===== src/rtl/fifo_pkg.sv =====
// Shared FIFO definitions for the write/read pointer logic.
//   ADDR_SIZE_DEF : default FIFO address width
//   depth_of()    : FIFO depth for a given address width
//   bin2gray()    : binary to reflected Gray code
//   gray2bin()    : reflected Gray code to binary
// Conversion functions work on 32-bit values; callers zero-extend
// narrower pointers and truncate the result.
package fifo_pkg;

  localparam int unsigned ADDR_SIZE_DEF = 4;

  function automatic int unsigned depth_of(input int unsigned addr_size);
    return 32'd1 << addr_size;
  endfunction

  function automatic logic [31:0] bin2gray(input logic [31:0] b);
    return (b >> 1) ^ b;
  endfunction

  function automatic logic [31:0] gray2bin(input logic [31:0] g);
    logic [31:0] b;
    b = g;
    for (int unsigned i = 31; i > 0; i--) begin
      b[i-1] = b[i] ^ g[i-1];
    end
    return b;
  endfunction

endpackage


===== src/rtl/wptr_full_gray2bin.sv =====
// Combinational Gray-to-binary converter (XOR prefix chain from the MSB).
//   WIDTH  : code width
//   i_gray : Gray-coded input
//   o_bin  : binary equivalent
module gray2bin #(
  parameter int unsigned WIDTH = 5
) (
  input  logic [WIDTH-1:0] i_gray,
  output logic [WIDTH-1:0] o_bin
);

  logic [WIDTH-1:0] w_bin;

  always_comb begin
    w_bin = i_gray;
    for (int unsigned i = WIDTH - 1; i > 0; i--) begin
      w_bin[i-1] = w_bin[i] ^ i_gray[i-1];
    end
  end

  assign o_bin = w_bin;

endmodule


===== src/rtl/wptr_full.sv =====
// Write-side pointer and full-flag logic for an asynchronous FIFO.
//   WCLK      : write clock
//   WRST_n    : asynchronous active-low reset
//   WINC      : write request
//   WQ2_RPTR  : Gray read pointer, already synchronized into WCLK
//   WOVF_CLR  : clears the sticky overflow flag
//   WPTR      : registered Gray write pointer
//   WADDR     : binary RAM write address
//   WEN       : RAM write strobe (combinational)
//   WFULL     : registered full flag
//   WAFULL    : registered almost-full flag
//   WCOUNT    : registered fill level seen by the write domain
//   WOVF      : sticky overflow (write attempted while full)
// Build option WPTR_FULL_LEVEL_EN: builds the fill-level counter and the
// almost-full comparator; without it WCOUNT is 0 and WAFULL mirrors WFULL.
module wptr_full
  import fifo_pkg::*;
#(
  parameter int unsigned ADDR_SIZE    = ADDR_SIZE_DEF,
  parameter int unsigned AFULL_MARGIN = 2
) (
  input  logic                 WCLK,
  input  logic                 WRST_n,
  input  logic                 WINC,
  input  logic [ADDR_SIZE:0]   WQ2_RPTR,
  input  logic                 WOVF_CLR,
  output logic [ADDR_SIZE:0]   WPTR,
  output logic [ADDR_SIZE-1:0] WADDR,
  output logic                 WEN,
  output logic                 WFULL,
  output logic                 WAFULL,
  output logic [ADDR_SIZE:0]   WCOUNT,
  output logic                 WOVF
);

  localparam int unsigned DEPTH = depth_of(ADDR_SIZE);
  localparam int unsigned PW    = ADDR_SIZE + 1;

  if (AFULL_MARGIN < 1 || AFULL_MARGIN >= DEPTH) begin : g_bad_margin
    $error("wptr_full: AFULL_MARGIN must be in 1..DEPTH-1");
  end

  logic [ADDR_SIZE:0] r_wbin;
  logic [ADDR_SIZE:0] r_wptr;
  logic               r_wfull;
  logic               r_wovf;

  logic [ADDR_SIZE:0] w_wbinnext;
  logic [ADDR_SIZE:0] w_wgraynext;
  logic [ADDR_SIZE:0] w_rptr_full;
  logic               w_wen;
  logic               w_full_next;

  // Strobe is gated by reset so the RAM sees no write while held in reset.
  assign w_wen       = WINC & ~r_wfull & WRST_n;
  assign w_wbinnext  = r_wbin + {{ADDR_SIZE{1'b0}}, w_wen};
  assign w_wgraynext = PW'(bin2gray(32'(w_wbinnext)));

  // Full when the write pointer has lapped the read pointer exactly once:
  // in Gray code that is the two MSBs inverted, the rest equal.
  assign w_rptr_full = {~WQ2_RPTR[ADDR_SIZE:ADDR_SIZE-1], WQ2_RPTR[ADDR_SIZE-2:0]};
  assign w_full_next = (w_wgraynext == w_rptr_full);

  always_ff @(posedge WCLK or negedge WRST_n) begin
    if (!WRST_n) begin
      r_wbin  <= '0;
      r_wptr  <= '0;
      r_wfull <= 1'b0;
      r_wovf  <= 1'b0;
    end else begin
      r_wbin  <= w_wbinnext;
      r_wptr  <= w_wgraynext;
      r_wfull <= w_full_next;
      // Set wins over clear.
      r_wovf  <= (WINC & r_wfull) | (r_wovf & ~WOVF_CLR);
    end
  end

`ifdef WPTR_FULL_LEVEL_EN
  logic [ADDR_SIZE:0] w_rbin;
  logic [ADDR_SIZE:0] w_count_next;
  logic               w_afull_next;
  logic [ADDR_SIZE:0] r_wcount;
  logic               r_wafull;

  gray2bin #(
    .WIDTH(PW)
  ) u_gray2bin (
    .i_gray(WQ2_RPTR),
    .o_bin (w_rbin)
  );

  // Modulo subtraction gives the level directly across pointer wrap.
  assign w_count_next = w_wbinnext - w_rbin;
  assign w_afull_next = (32'(w_count_next) >= (DEPTH - AFULL_MARGIN));

  always_ff @(posedge WCLK or negedge WRST_n) begin
    if (!WRST_n) begin
      r_wcount <= '0;
      r_wafull <= 1'b0;
    end else begin
      r_wcount <= w_count_next;
      r_wafull <= w_afull_next;
    end
  end

  assign WCOUNT = r_wcount;
  assign WAFULL = r_wafull;
`else
  assign WCOUNT = '0;
  assign WAFULL = r_wfull;
`endif

  assign WPTR  = r_wptr;
  assign WADDR = r_wbin[ADDR_SIZE-1:0];
  assign WEN   = w_wen;
  assign WFULL = r_wfull;
  assign WOVF  = r_wovf;

endmodule


===== config.mk =====
export PLATFORM = sky130hd
export DESIGN_NAME = wptr_full
export DESIGN_NICKNAME = d
export VERILOG_FILES = /design/src/rtl/fifo_pkg.sv /design/src/rtl/wptr_full_gray2bin.sv /design/src/rtl/wptr_full.sv
export SDC_FILE = /design/constraint.sdc
export NUM_CORES = 1
export LEC_CHECK = 0
export ABC_CLOCK_PERIOD_IN_PS = 3000
export CAP_MARGIN = 20
export CORE_UTILIZATION = 44
export CTS_BUF_LIST = sky130_fd_sc_hd__clkbuf_4
export CTS_CLUSTER_DIAMETER = 100
export DETAILED_ROUTE_END_ITERATION = 6
export PLACE_DENSITY = 0.85
export SYNTH_ARGS = -nofsm -noshare
export SYNTH_HDL_FRONTEND = slang
export SYNTH_SLANG_ARGS = --single-unit

===== constraint.sdc =====
create_clock -name WCLK -period 3 [get_ports WCLK]
set_clock_uncertainty 0.1 [all_clocks]
set_input_delay 0.6 -clock WCLK [delete_from_list [all_inputs] [get_ports WCLK]]
set_output_delay 0.6 -clock WCLK [all_outputs]
set_load 0.1 [all_outputs]

# Yosys cells after proc, flatten, opt, wreduce, memory -nomap -nowiden
# Index checks and enable logic that the tools add are counted.
[word_totals] regBits=12 inputBits=9 word_cells=15
[classes] n_addsub=1 eq_ne=1 n_bitwise=9
[ops] cell="$add 5x1->5" count=1
[ops] cell="$eq 5x5->1" count=1
[ops] cell="$xor 4x5->5" count=1
[ops] cell="$and 1x1->1" count=4
[ops] cell="$not 1->1" count=2
[ops] cell="$not 2->2" count=1
[ops] cell="$or 1x1->1" count=1

# Depth between registers and ports, before layout
# Gate-level depths: netlist (run 1).
[logic_depth] word_depth=6 mapped_depth=8 depth_no_buf=8

# Worst setup path after synthesis (run 1)
# OpenSTA, ideal clock, no wires.
[synth_timing] path_type="reg-to-reg" from="register r_wfull (netlist: WAFULL)" to="register r_wfull (netlist: WAFULL)" setup_ns=0.094 arrival_time_ns=3.845 setup_slack_ns=-1.039 stages_incl_launch_ff=8 n_path_buf=0 period_less_slack_ns=4.039 path_cell_list="dfrtp_1 > nor2_1 > ha_1 > ha_1 > nand3_1 > xnor2_1 > or3_1 > a221oi_2"
[synth_between] elab_chain_len=6
[synth_lines] element="start, declared" line="wptr_full.sv:45" rtl="logic r_wfull;"
[synth_lines] element="start signal, assigned" line="wptr_full.sv:73" rtl="r_wfull <= w_full_next;"
[synth_lines] element="$not 1->1" line="wptr_full.sv:55" rtl="assign w_wen = WINC & ~r_wfull & WRST_n;"
[synth_lines] element="$and 1x1->1 (2 in series)" line="wptr_full.sv:55"
[synth_lines] element="named net WEN" line="wptr_full.sv:29" rtl="output logic WEN,"
[synth_lines] element="$add 5x1->5" line="wptr_full.sv:56" rtl="assign w_wbinnext = r_wbin + {{ADDR_SIZE{1'b0}}, w_wen};"
[synth_lines] element="named net w_wbinnext[4]" line="wptr_full.sv:48" rtl="logic [ADDR_SIZE:0] w_wbinnext;"
[synth_lines] element="$xor 4x5->5" line="fifo_pkg.sv:17" rtl="return (b >> 1) ^ b;"
[synth_lines] element="$eq 5x5->1" line="wptr_full.sv:62" rtl="assign w_full_next = (w_wgraynext == w_rptr_full);"
[synth_lines] element="named net w_full_next" line="wptr_full.sv:52" rtl="logic w_full_next;"
# The timed path passes the listed nets, and every way through them passes these cells.

# Worst setup path in the final report (run 1)
[layout_timing] from="input port WRST_n" to="register r_wfull (netlist: WAFULL)"
[layout_between] elab_chain_len=4
[layout_lines] element="start, declared" line="wptr_full.sv:23" rtl="input logic WRST_n,"
[layout_lines] element="$and 1x1->1" line="wptr_full.sv:55"
[layout_lines] element="$add 5x1->5" line="wptr_full.sv:56"
[layout_lines] element="named net w_wbinnext[4]" line="wptr_full.sv:48"
[layout_lines] element="$xor 4x5->5" line="fifo_pkg.sv:17"
[layout_lines] element="$eq 5x5->1" line="wptr_full.sv:62"
[layout_lines] element="named net w_full_next" line="wptr_full.sv:52"
# The timed path passes the listed nets, and every way through them passes these cells.

==> impl_metrics.tcl, run 1 <==
set metrics [dict create \
    ctsLongestPathBuffers 2 \
    antenna_found_initial 0 \
    pin_count 27 \
    clock_latency_ns 0.27 \
    critical_path_class "input port to register" \
    post_cts_buffers 0 \
    synth_top_area_share 0.480 \
    async_flop_share 1.00 \
    setup_viol 0 \
    crit_slowest_cell "clkdlybuf4s50_1" \
    drt_iter0_markers 1 \
    syn_to_final_growth_pct 41.7 \
    max_stage_delay_ns 0.50 \
    crit_required_ns 3.07 \
    die-area_um2 1450 \
    cts_tree "done" \
    syn_inst 49 \
    synth.largest_area_cell "dfrtp_1" \
    end_kind "register" \
    ys_seq_area_frac 0.480 \
    cts_root_buffer "clkbuf_4" \
    grt_max_degree 12 \
    drc 0 \
    num_vias 400 \
    min_period_ns 2.71 \
    rows 12 \
    routedWlPerCell_um 11.7 \
    grt_overflow 0 \
    worst-path-buf-inv 1 \
    crit_path_start_kind "input port" \
    track_usage 0.181 \
    fp.dieW_um 38.1 \
    grt_pass1_wl_um 1730 \
    dpl.hpwl_um 810 \
    nNetsFinal 87 \
    synth_edf_count 0 \
    worstPathMaxFanout 3 \
    yosysMostFrequentCell "dfrtp_1" \
    h-tree-depth 1 \
    drv_cap 0 \
    post-route-period-util 0.903 \
    path_clk_slew_ns 0.06 \
    synthTopCellsByArea "dfrtp_1, xor2_1, buf_4" \
    grt_setup_unrepaired "false" \
    hp-class "register to register" \
    cpLargestDelayFamily "simple AND/OR/NAND/NOR gates" \
    final-hold-violation-count 0 \
    synth_cell_types 17 \
    grt_pass1_vias 411 \
    status "finished clean" \
    core-area_um2 1160 \
    multi_input_area_um2 264 \
    crit_path_frequent_cell "ha_1" \
    synth_warnings 0 \
    regArea_um2 277 \
    die_y_um 38.1 \
    cts-resized-gates 0 \
    cts_buffers 3 \
    synth_ff_type "dfrtp_1" \
    syn_area_um2 573 \
    clock.fmax_mhz 369 \
    start_util 0.496 \
    numClockSinks 11 \
    drtPass1Iterations 2 \
    fillers 87 \
    hold_buffers 0 \
    drv_slew 0 \
    crit_chain "clkdlybuf4s50_1 -> nand2_1 -> nor2_4 -> ha_1 -> ha_1 -> nand3_1 -> xnor2_1 -> or3_1 -> a221oi_2" \
    synthTopCellsByCount "dfrtp_1, xor2_1, buf_4" \
    arrival_ns 2.78 \
    via_per_inst 4.49 \
    ys_seq_elements 11 \
    ant_nets 0 \
    gp_congestion 0.815 \
    wl_um 1040 \
    antennaDiodeCount 0 \
    io_buffers 21 \
    timing.setup.tns_ns 0 \
    synth.avg_cell_area_um2 11.7 \
    drive_above_1_share 0.333 \
]
[cell families (layout without fill, tap and decap cells)]
group / after synthesis / in the layout / share of synthesized area
simple gates: 11 / 11 / 0.0982
xor+xnor: 13 / 13 / 0.238
other cells: 1 / 5 / 0.00654
flops: 11 / 11 / 0.480
compound gates: 2 / 2 / 0.0349
fa+ha+maj: 2 / 2 / 0.0437
buf+inv: 9 / 31 / 0.0982
[placed cells by master, fill, tap and decap left out]
| cell | synthesis | final |
|---|---|---|
| a221oi_2 | 1 | 1 |
| o21ai_0 | 1 | 1 |
| xor3_1 | 1 | 1 |
| nor2_4 | 0 | 1 |
| ha_1 | 2 | 2 |
| inv_1 | 2 | 2 |
| buf_4 | 6 | 15 |
| nand2_1 | 4 | 4 |
| clkbuf_4 | 0 | 4 |
| nand3_2 | 1 | 1 |
| xnor2_1 | 4 | 4 |
| clkdlybuf4s50_1 | 0 | 8 |
| dfrtp_1 | 11 | 10 |
| xor2_2 | 1 | 1 |
| or3_1 | 2 | 2 |
| nand3_1 | 3 | 3 |
| clkinv_1 | 1 | 1 |
| conb_1 | 1 | 5 |
| buf_12 | 0 | 1 |
| xor2_1 | 7 | 7 |
| dfrtp_2 | 0 | 1 |
[layout make-up]
class | count | area share
multi-input combinational | 33 | 0.325
sequential | 11 | 0.341
timing repair buffer | 24 | 0.262
clock buffer | 4 | 0.0370
tap | 14 | 0.0216
inverter | 3 | 0.0139
[worst reg2reg max path, stage by stage (launching register included)]
cell,delay (ns)
dfrtp_2,0.44
nor2_4,0.13
ha_1,0.24
ha_1,0.29
nand3_1,0.12
xnor2_1,0.15
or3_1,0.37
a221oi_2,0.28
[per-stage QoR]
step | area [µm²] | util | hold WS (ns) | setup WS (ns) | cells
6_report | 812 | 0.702 | 0.448 | 0.290 | 89
5_1_grt | 812 | 0.702 | 0.492 | 0.144 | 89
4_1_cts | 812 | 0.702 | 0.456 | 0.289 | 89
3_5_place_dp | 782 | 0.676 | 0.446 | 0.0278 | 85
3_3_place_gp | 782 | 0.676 | 0.433 | 0.0688 | 85
2_1_floorplan | 597 | - | 0.204 | 0.0776 | 53
[metal layers]
layer	global-route usage	share of wire	vias to the layer above
met2	0.301	0.49	20
met5	0	0	-
li1	-	-	200
met4	0.0714	0.012	0
met1	0.202	0.40	178
met3	0.0756	0.091	2
[registers in the layout, summed over array words and instances (netlist names)]
register and count:
r_wbin 5, WPTR 4, WOVF 1, WAFULL 1
[path summary, 6_finish.rpt]
kind                         from  endpoint  slack (ns)  cells past startpoint
max reg2reg                WAFULL    WAFULL        0.80                      7
min reg2reg                  WOVF      WOVF        0.45                      2
max in group asynchronous  WRST_n    WAFULL        2.05                      2
min                          WOVF      WOVF        0.45                      2
min in group asynchronous  WRST_n   WPTR[0]        0.58                      2
max                        WRST_n    WAFULL        0.29                      9
Power of run 1 is left out: the tool's default activity adds up to more than one toggle a clock period on the data nets, which glitch-free logic cannot reach.
==> run 2, diff against run 1 <==
--- a/config.mk
+++ b/config.mk
@@ -6,7 +6,6 @@
 export NUM_CORES = 1
 export LEC_CHECK = 0
 export ABC_CLOCK_PERIOD_IN_PS = 3000
-export CAP_MARGIN = 20
 export CORE_UTILIZATION = 44
 export CTS_BUF_LIST = sky130_fd_sc_hd__clkbuf_4
 export CTS_CLUSTER_DIAMETER = 100
==> results of run 2 <==
No change in the layout: final DEF, timing and power equal those of run 1.
Power of run 2 is left out for the same reason.
